[src/rtl/cpu_ctrl_pkg.sv]
// Shared control-unit types for the MBR access arbiter:
// FSM states, owners, write-source codes and control-word bit indices.
package cpu_ctrl_pkg;

  typedef enum logic [2:0] {
    ST_IDLE    = 3'd0,
    ST_ADDR    = 3'd1,
    ST_RWAIT   = 3'd2,
    ST_CAPTURE = 3'd3,
    ST_WRITE   = 3'd4,
    ST_DONE    = 3'd5
  } state_t;

  typedef enum logic {
    OWN_FETCH = 1'b0,
    OWN_EXEC  = 1'b1
  } owner_t;

  localparam int CS_MBR_LD_RAM = 3;
  localparam int CS_MBR_LD_ACC = 11;
  localparam int CS_MBR_LD_MR  = 12;
  localparam int CS_MBR_LD_DR  = 13;

  localparam logic [1:0] SRC_ACC = 2'd0;
  localparam logic [1:0] SRC_MR  = 2'd1;
  localparam logic [1:0] SRC_DR  = 2'd2;
  localparam logic [1:0] SRC_ILL = 2'd3;

  function automatic logic src_illegal(
    input logic       we,
    input logic [1:0] src
  );
    return we && (src == SRC_ILL);
  endfunction

endpackage

[src/rtl/rr_arb2.sv]
// Two-way round-robin arbiter; bit 0 = fetch, bit 1 = execute.
// Ties go to whichever side did not win last; execute is "last" after reset.
module rr_arb2
  import cpu_ctrl_pkg::*;
(
  input  logic       clk,
  input  logic       rst_n,
  input  logic       en,
  input  logic [1:0] req,
  output logic [1:0] gnt
);

  owner_t last_owner;

  always_comb begin
    gnt = 2'b00;
    if (en) begin
      unique case (1'b1)
        (req == 2'b11):
          gnt = (last_owner == OWN_EXEC) ? 2'b01 : 2'b10;
        (req == 2'b01): gnt = 2'b01;
        (req == 2'b10): gnt = 2'b10;
        default:        gnt = 2'b00;
      endcase
    end
  end

  always_ff @(posedge clk or negedge rst_n) begin
    if (!rst_n) begin
      last_owner <= OWN_EXEC;
    end else if (gnt != 2'b00) begin
      last_owner <= gnt[1] ? OWN_EXEC : OWN_FETCH;
    end
  end

endmodule

[src/rtl/mbr_access_arbiter.sv]
// Shares the MAR/MBR/RAM path between fetch and execute, sequencing
// each grant as a RAM read into MBR or an MBR load followed by RAM write.
module mbr_access_arbiter
  import cpu_ctrl_pkg::*;
#(
  parameter int ADDR_W  = 8,
  parameter int RAM_LAT = 1
) (
  input  logic              clk,
  input  logic              rst_n,
  input  logic              f_req,
  input  logic [ADDR_W-1:0] f_addr,
  output logic              f_done,
  input  logic              e_req,
  input  logic [ADDR_W-1:0] e_addr,
  input  logic              e_we,
  input  logic [1:0]        e_src,
  output logic              e_done,
  output logic              mar_ld,
  output logic [ADDR_W-1:0] mar_addr,
  output logic              mbr_ld_ram,
  output logic              mbr_ld_acc,
  output logic              mbr_ld_mr,
  output logic              mbr_ld_dr,
  output logic              ram_we,
  output logic              busy,
  output logic              err
);

  localparam logic [1:0] LAT_M1 =
    (RAM_LAT > 0) ? 2'(RAM_LAT - 1) : 2'd0;

  state_t     state;
  state_t     state_nx;
  owner_t     owner_q;
  logic       we_q;
  logic [1:0] src_q;
  logic [1:0] cnt;
  logic [1:0] gnt;
  logic       grant;
  logic       wr_addr;

  rr_arb2 u_arb (
    .clk   (clk),
    .rst_n (rst_n),
    .en    (state == ST_IDLE),
    .req   ({e_req, f_req}),
    .gnt   (gnt)
  );

  assign grant = (state == ST_IDLE) && (gnt != 2'b00);

  always_ff @(posedge clk or negedge rst_n) begin
    if (!rst_n) begin
      state    <= ST_IDLE;
      owner_q  <= OWN_EXEC;
      we_q     <= 1'b0;
      src_q    <= SRC_ACC;
      mar_addr <= '0;
      cnt      <= 2'd0;
      err      <= 1'b0;
    end else begin
      state <= state_nx;
      cnt   <= (state == ST_RWAIT) ? cnt + 2'd1 : 2'd0;
      if (grant) begin
        owner_q  <= gnt[1] ? OWN_EXEC : OWN_FETCH;
        we_q     <= gnt[1] & e_we;
        src_q    <= e_src;
        mar_addr <= gnt[1] ? e_addr : f_addr;
        if (gnt[1] && src_illegal(e_we, e_src)) begin
          err <= 1'b1;
        end
      end
    end
  end

  always_comb begin
    state_nx = state;
    unique case (state)
      ST_IDLE: begin
        if (grant) state_nx = ST_ADDR;
      end
      ST_ADDR: begin
        if (we_q)              state_nx = ST_WRITE;
        else if (RAM_LAT == 0) state_nx = ST_CAPTURE;
        else                   state_nx = ST_RWAIT;
      end
      ST_RWAIT: begin
        if (cnt == LAT_M1) state_nx = ST_CAPTURE;
      end
      ST_CAPTURE: state_nx = ST_DONE;
      ST_WRITE:   state_nx = ST_DONE;
      ST_DONE:    state_nx = ST_IDLE;
      default:    state_nx = ST_IDLE;
    endcase
  end

  // Write data reaches MBR in the same cycle MAR loads.
  assign wr_addr    = (state == ST_ADDR) && we_q;
  assign mar_ld     = (state == ST_ADDR);
  assign mbr_ld_acc = wr_addr && (src_q == SRC_ACC);
  assign mbr_ld_mr  = wr_addr && (src_q == SRC_MR);
  assign mbr_ld_dr  = wr_addr && (src_q == SRC_DR);
  assign mbr_ld_ram = (state == ST_CAPTURE);
  assign ram_we     = (state == ST_WRITE);
  assign busy       = (state != ST_IDLE);
  assign f_done     = (state == ST_DONE) && (owner_q == OWN_FETCH);
  assign e_done     = (state == ST_DONE) && (owner_q == OWN_EXEC);

endmodule

[config.mk]
export PLATFORM = sky130hd
export DESIGN_NAME = mbr_access_arbiter
export DESIGN_NICKNAME = d
export VERILOG_FILES = /design/src/rtl/cpu_ctrl_pkg.sv /design/src/rtl/rr_arb2.sv /design/src/rtl/mbr_access_arbiter.sv
export SDC_FILE = /design/constraint.sdc
export NUM_CORES = 1
export LEC_CHECK = 0
export CORE_ASPECT_RATIO = 1.5
export CORE_MARGIN = 2
export CORE_UTILIZATION = 43
export CTS_BUF_LIST = sky130_fd_sc_hd__clkbuf_8
export CTS_CLUSTER_DIAMETER = 200
export DETAILED_ROUTE_END_ITERATION = 8
export GPL_TIMING_DRIVEN = 0
export PLACE_DENSITY = 0.83
export RECOVER_POWER = 25
export SYNTH_ARGS = -nofsm -noshare
export SYNTH_HDL_FRONTEND = slang
export SYNTH_SLANG_ARGS = --single-unit
[constraint.sdc]
create_clock -name clk -period 1.56 [get_ports clk]
set_input_delay 0.312 -clock clk [delete_from_list [all_inputs] [get_ports clk]]
set_output_delay 0.312 -clock clk [all_outputs]
set_load 0.05 [all_outputs]
Word level (Yosys, flattened, before mapping). Cells that the tools add are included. W data, S select, Z words.

Logic and storage cells: 51. Input bits: 23. Flip-flop bits (word level): 19.

Muxes and demuxes: 10. Equality and inequality tests: 13. Bitwise logic cells: 2. Reductions and logical operators: 17. $add $sub $neg: 1.

Operators by type and width (number): $pmux W3 S4 (1); $logic_and A1 B1 Y1 (9); $mux W3 (3); $eq A2 B2 Y1 const B (4); $mux W8 (1); $eq A3 B2 Y1 const B (2); $eq A3 B3 Y1 const B (2); $mux W2 (3); $pmux W2 S3 (1); $eq A2 B1 Y1 const B (2); $logic_not A2 Y1 (2); $reduce_and A2 Y1 (2); $eq A3 B1 Y1 const B (1); $logic_not A3 Y1 (1); $reduce_bool A3 Y1 (1); $add A2 B1 Y2 const B (1); $ne A2 B1 Y1 const B (1); $ne A2 B2 Y1 const B (1); $reduce_bool A2 Y1 (1); $reduce_or A2 Y1 (1); $and A1 B1 Y1 (1); $mux W1 (1); $not A1 Y1 (1).

Longest topological paths before layout.
Depth in word-level cells: 7. Depth in mapped cells: 6. Gate-level depth less buffers: 4.

By module. A second synthesis with hierarchy kept.

Cells, all modules: 84. Area total of the unflattened synthesis: 1022.2 um^2.

Modules (own cells, without submodules): mbr_access_arbiter (instances 1, area an instance 959.7 um^2, cells an instance 76); rr_arb2 (instances 1, area an instance 62.6 um^2, cells an instance 8).

Worst setup path before layout. No wires, ideal clock.

Kind: flip-flop to output port. Start: register state[1]. End: output port mbr_ld_mr. Data required time: 1248 ps. Stages on the path, launching flop included: 5. Setup slack: -1456 ps. Data arrival time: 2704 ps. Cells stage by stage: dfrtp_1 -> clkbuf_1 -> nor3b_2 -> nand2_1 -> nor3b_1.

Cells in the longest elaborated chain, start to end: 3.

RTL lines: start, declared (line mbr_access_arbiter.sv:33) `state_t state;`; start signal, assigned (line mbr_access_arbiter.sv:63) `state <= state_nx;`; $eq A3 B1 Y1; via mar_ld (line mbr_access_arbiter.sv:19) `output logic mar_ld,`; $logic_and A1 B1 Y1 (line mbr_access_arbiter.sv:99) `assign wr_addr = (state == ST_ADDR) && we_q;`; $logic_and A1 B1 Y1 (line mbr_access_arbiter.sv:102) `assign mbr_ld_mr = wr_addr && (src_q == SRC_MR);`; end, declared (line mbr_access_arbiter.sv:23) `output logic mbr_ld_mr,`.

The timed path passes the listed nets, and every way through them passes these cells.

Worst setup path in the final report.
Start: register state[1]. End: output port mbr_ld_mr.

Cells in the longest elaborated chain, start to end: 3.

RTL lines (line): $eq A3 B1 Y1 (mbr_access_arbiter.sv:99); $logic_and A1 B1 Y1 (mbr_access_arbiter.sv:99); $logic_and A1 B1 Y1 (mbr_access_arbiter.sv:102).

No other way between the ends.

==> metrics.log <==
[metrics] outcome: finished, violations left
[metrics] violated checks: negative setup slack
[metrics] Worst Skew: 0.0005775 ns
[metrics] layout cell share with drive strength beyond 1: 46.79%
[metrics] Worst setup SP type: flop
[metrics] total CTS buffers: 3
[metrics] leading area contributor after synthesis: sky130_fd_sc_hd__dfrtp_1
[metrics] count of input and output buffers: 40
[metrics] maximum number of pins on one net before global-route repair: 20
[metrics] simple-gate share of the synthesized area: 17.22%
[metrics] Synth Area in Compound Gates: 22.88%
[metrics] Iteration-0 DRC Markers: 57
[metrics] slew at the pin closest to its max-slew limit: 0.8758 ns
[metrics] clock transition at the registers of the reported paths: 0.07 ns
[metrics] clock period minus final worst setup slack: 1.934 ns
[metrics] fraction of registers with async set or reset after synthesis: 100.0%
[metrics] number of max-slew violations in the final report: 0
[metrics] tightest hold margin: 0.4472 ns
[metrics] Crit Reg-Reg Endpoint: mar_addr[6]
[metrics] Synth Area in XOR/XNOR: 0%
[metrics] number of hold buffers added after CTS: 0
[metrics] Clock Sink Count: 19
[metrics] count of unresolved DRC violations after routing: 0
[metrics] Final GP Congestion: 0.7364
[metrics] final core utilization: 85.48%
[metrics] standard-cell rows: 21
[metrics] crit end category: output pin
[metrics] cell count of the worst reg-to-reg path: 7
[metrics] number of nets with antenna violations after routing: 0
[metrics] synthesized area divided by synthesized cell count: 9.933 sq um
[metrics] total of fill cells in the finished design: 111
[metrics] cell at the root of the clock tree: sky130_fd_sc_hd__clkbuf_8
[metrics] Die X-Extent: 42.85 microns
[metrics] wire length of the first global-routing pass: 4.664 mm
[metrics] Layout area overhead: 91.52%
[metrics] H-tree lvl count: 1
[metrics] number of unique standard cell types used by synthesis: 28
[metrics] largest cells by area after synthesis: sky130_fd_sc_hd__dfrtp_1, sky130_fd_sc_hd__o31ai_1, sky130_fd_sc_hd__o21ai_0
[metrics] capture point of the critical path: mbr_ld_mr
[metrics] vias in the first global route: 1,000
[metrics] synthesized net count: 122
[metrics] worst setup path class: flop to output pin
[metrics] top library cells by usage in the layout, fill and taps aside: sky130_fd_sc_hd__clkdlybuf4s50_1, sky130_fd_sc_hd__dfrtp_1, sky130_fd_sc_hd__buf_6
[metrics] IR Drop Worst-Case VDD: 1.197 mV
[metrics] maximum net fanout on the critical path: 3
[metrics] Avg Vias per Cell: 5.844
[metrics] path category of the worst min-delay check: flop to flop
[metrics] Adder-Cell Fraction of Synth Area: 1.285%
[metrics] number of warnings issued by yosys: 0
[metrics] worst hold path cell count: 1
[metrics] unrepaired setup endpoints after global routing: true
[metrics] remaining global-route overflow: 0
[metrics] first-pass iteration count of the detailed router: 6
[metrics] routed vias: 1,046
[metrics] signal arrival time at the worst endpoint: 1.62 ns
[metrics] Reg-to-Reg Start: state[0]
[metrics] Multi-input gate area: 684.4 sq um
[metrics] starting density of the core: 44.64%
[metrics] worst skew pair latency: 0.25 ns
[metrics] critical path required time: 1.25 ns
[metrics] area of the die: 2668 sq um
[metrics] Final Hold Viols: 0
[metrics] Relative slew margins: 41.42%
[metrics] initial antenna violation count: 0
[metrics] combinational family with the most area after synthesis: compound AO/OA/AOI/OAI gates
[metrics] count of state elements after synthesis: 19
[metrics] TritonCTS clock tree: done
[metrics] top-level I/O count: 41
[metrics] count of flip-flops with a built-in enable after synthesis: 0
[metrics] leading cell type in the layout, fill and taps excluded: sky130_fd_sc_hd__clkdlybuf4s50_1
[metrics] Wirelength per Cell: 21.08 microns
[metrics] timing startpoint of the critical path: state[1]
[metrics] share of synthesized area spent on multiplexers: 3.342%
[metrics] Synth top area share: 43.70%
[metrics] PnR worst setup slack: -0.3740 ns
[metrics] Seq/Total Area, Yosys: 49.10%
[metrics] net count of the finished layout: 181
[metrics] GRT Overall Usage: 22.83%
[metrics] max-cap check violation count: 0
[metrics] number of standard cells after synthesis: 98
[metrics] Worst R2R Setup Slack: -0.08 ns
[metrics] Core Footprint: 2181 sq um
[metrics] Finish-stage setup viols: 20
[metrics] power density over cell area: 2131 nW/um^2
[metrics] Routed WL: 3.774 mm
[metrics] Reg area: 478.0 sq um
[metrics] Peak Freq: 517.1 MHz
[metrics] Post-Synthesis Cell Area: 973.4 sq um
[metrics] final period utilization: 124.0%
[metrics] height of the die: 62.27 microns
[metrics] Inserted Diodes: 0
[metrics] maximum buffer depth of the clock tree: 2
[metrics] Final HPWL DP: 1.946 mm
[metrics] final design instance area without fill: 1864 sq um
[metrics] worst setup slack after placement: -0.6938 ns
[metrics] post-place instance area: 1460 sq um
[metrics] top flip-flop cell by instance count after synthesis: sky130_fd_sc_hd__dfrtp_1
[metrics] static leakage power: 0.0008263 uW
## logic make-up (layout without fill, tap and decap cells)
logic type | after synthesis | count (layout)
AO/OA/AOI/OAI | 35 | 35
adder cells (fa/ha/maj) | 1 | 1
buffers and inverters | 11 | 69
flip-flops | 19 | 19
multiplexers | 3 | 3
AND/OR/NAND/NOR | 29 | 29
## worst min-delay path by stage
| stage | from | to | slack [ns] |
|---|---|---|---|
| after floorplan | rst_n | cnt[0] | 0.02 |
| after global placement | cnt[0] | cnt[0] | 0.42 |
| after detailed placement | cnt[0] | cnt[0] | 0.44 |
| after CTS | cnt[0] | cnt[0] | 0.45 |
| after global routing | cnt[0] | cnt[0] | 0.46 |
| final | cnt[0] | cnt[0] | 0.45 |
## Yosys cell counts, drive strengths merged, types with 2 or more instances
library cell / instances
a21o: 2
a21oi: 8
and3: 2
buf: 5
dfrtp: 17
dfstp: 2
inv: 5
mux2: 2
nand2: 4
nand2b: 3
nor2: 10
nor3: 4
nor3b: 3
o211ai: 2
o21ai: 12
o31ai: 9
## repair_timing
item / in CTS / in global routing
buffers inserted: 6 / 9
resized for setup: 80 / 59
setup endpoints to repair: 27 / 19
pin swaps: 4 / 15
cloned: 0 / 1
## worst max-delay path, cell delays in order, from the launching register on
cell	delay, ns
sky130_fd_sc_hd__dfrtp_1	0.43
sky130_fd_sc_hd__buf_8	0.15
sky130_fd_sc_hd__nor3b_4	0.26
sky130_fd_sc_hd__nand2_4	0.13
sky130_fd_sc_hd__nor3b_4	0.22
sky130_fd_sc_hd__buf_6	0.18
## area by class of cell
class | instances | area share [%]
Multi-Input combinational cell | 68 | 36.71
Tap cell | 23 | 1.544
Inverter | 5 | 1.141
Buffer | 5 | 3.087
Sequential cell | 19 | 25.64
Clock inverter | 1 | 0.2013
Clock buffer | 3 | 2.215
Timing Repair Buffer | 55 | 29.46
## power breakdown
part | internal (uW) | switching [uW] | leakage, uW
clock | 175 | 159 | 0.0000269
sequential | 727 | 229 | 0.000231
combinational | 1130 | 1550 | 0.000568
## state kept, by name, indices dropped and copies added (netlist names)
name,count
u_arb.last_owner,1
cnt,2
we_q,1
state,3
mar_addr,8
owner_q,1
err,1
src_q,2
## per-layer routing
layer  global-route usage (%)  part of all wire, %
met5                        0                    0
met4                    7.031                  1.5
met3                    2.907                  4.5
met2                    40.91                   53
met1                    27.31                   41
## per-stage QoR
step	instances	setup TNS, ns	power [uW]
floorplan	98	-2.522	2177
global placement	161	-5.931	2683
detailed placement	161	-6.696	2754
CTS	170	-0.9259	3237
global route	179	-3.497	4108
finish	179	-2.564	3972
Note: power is estimated with default switching activity, not from simulation.
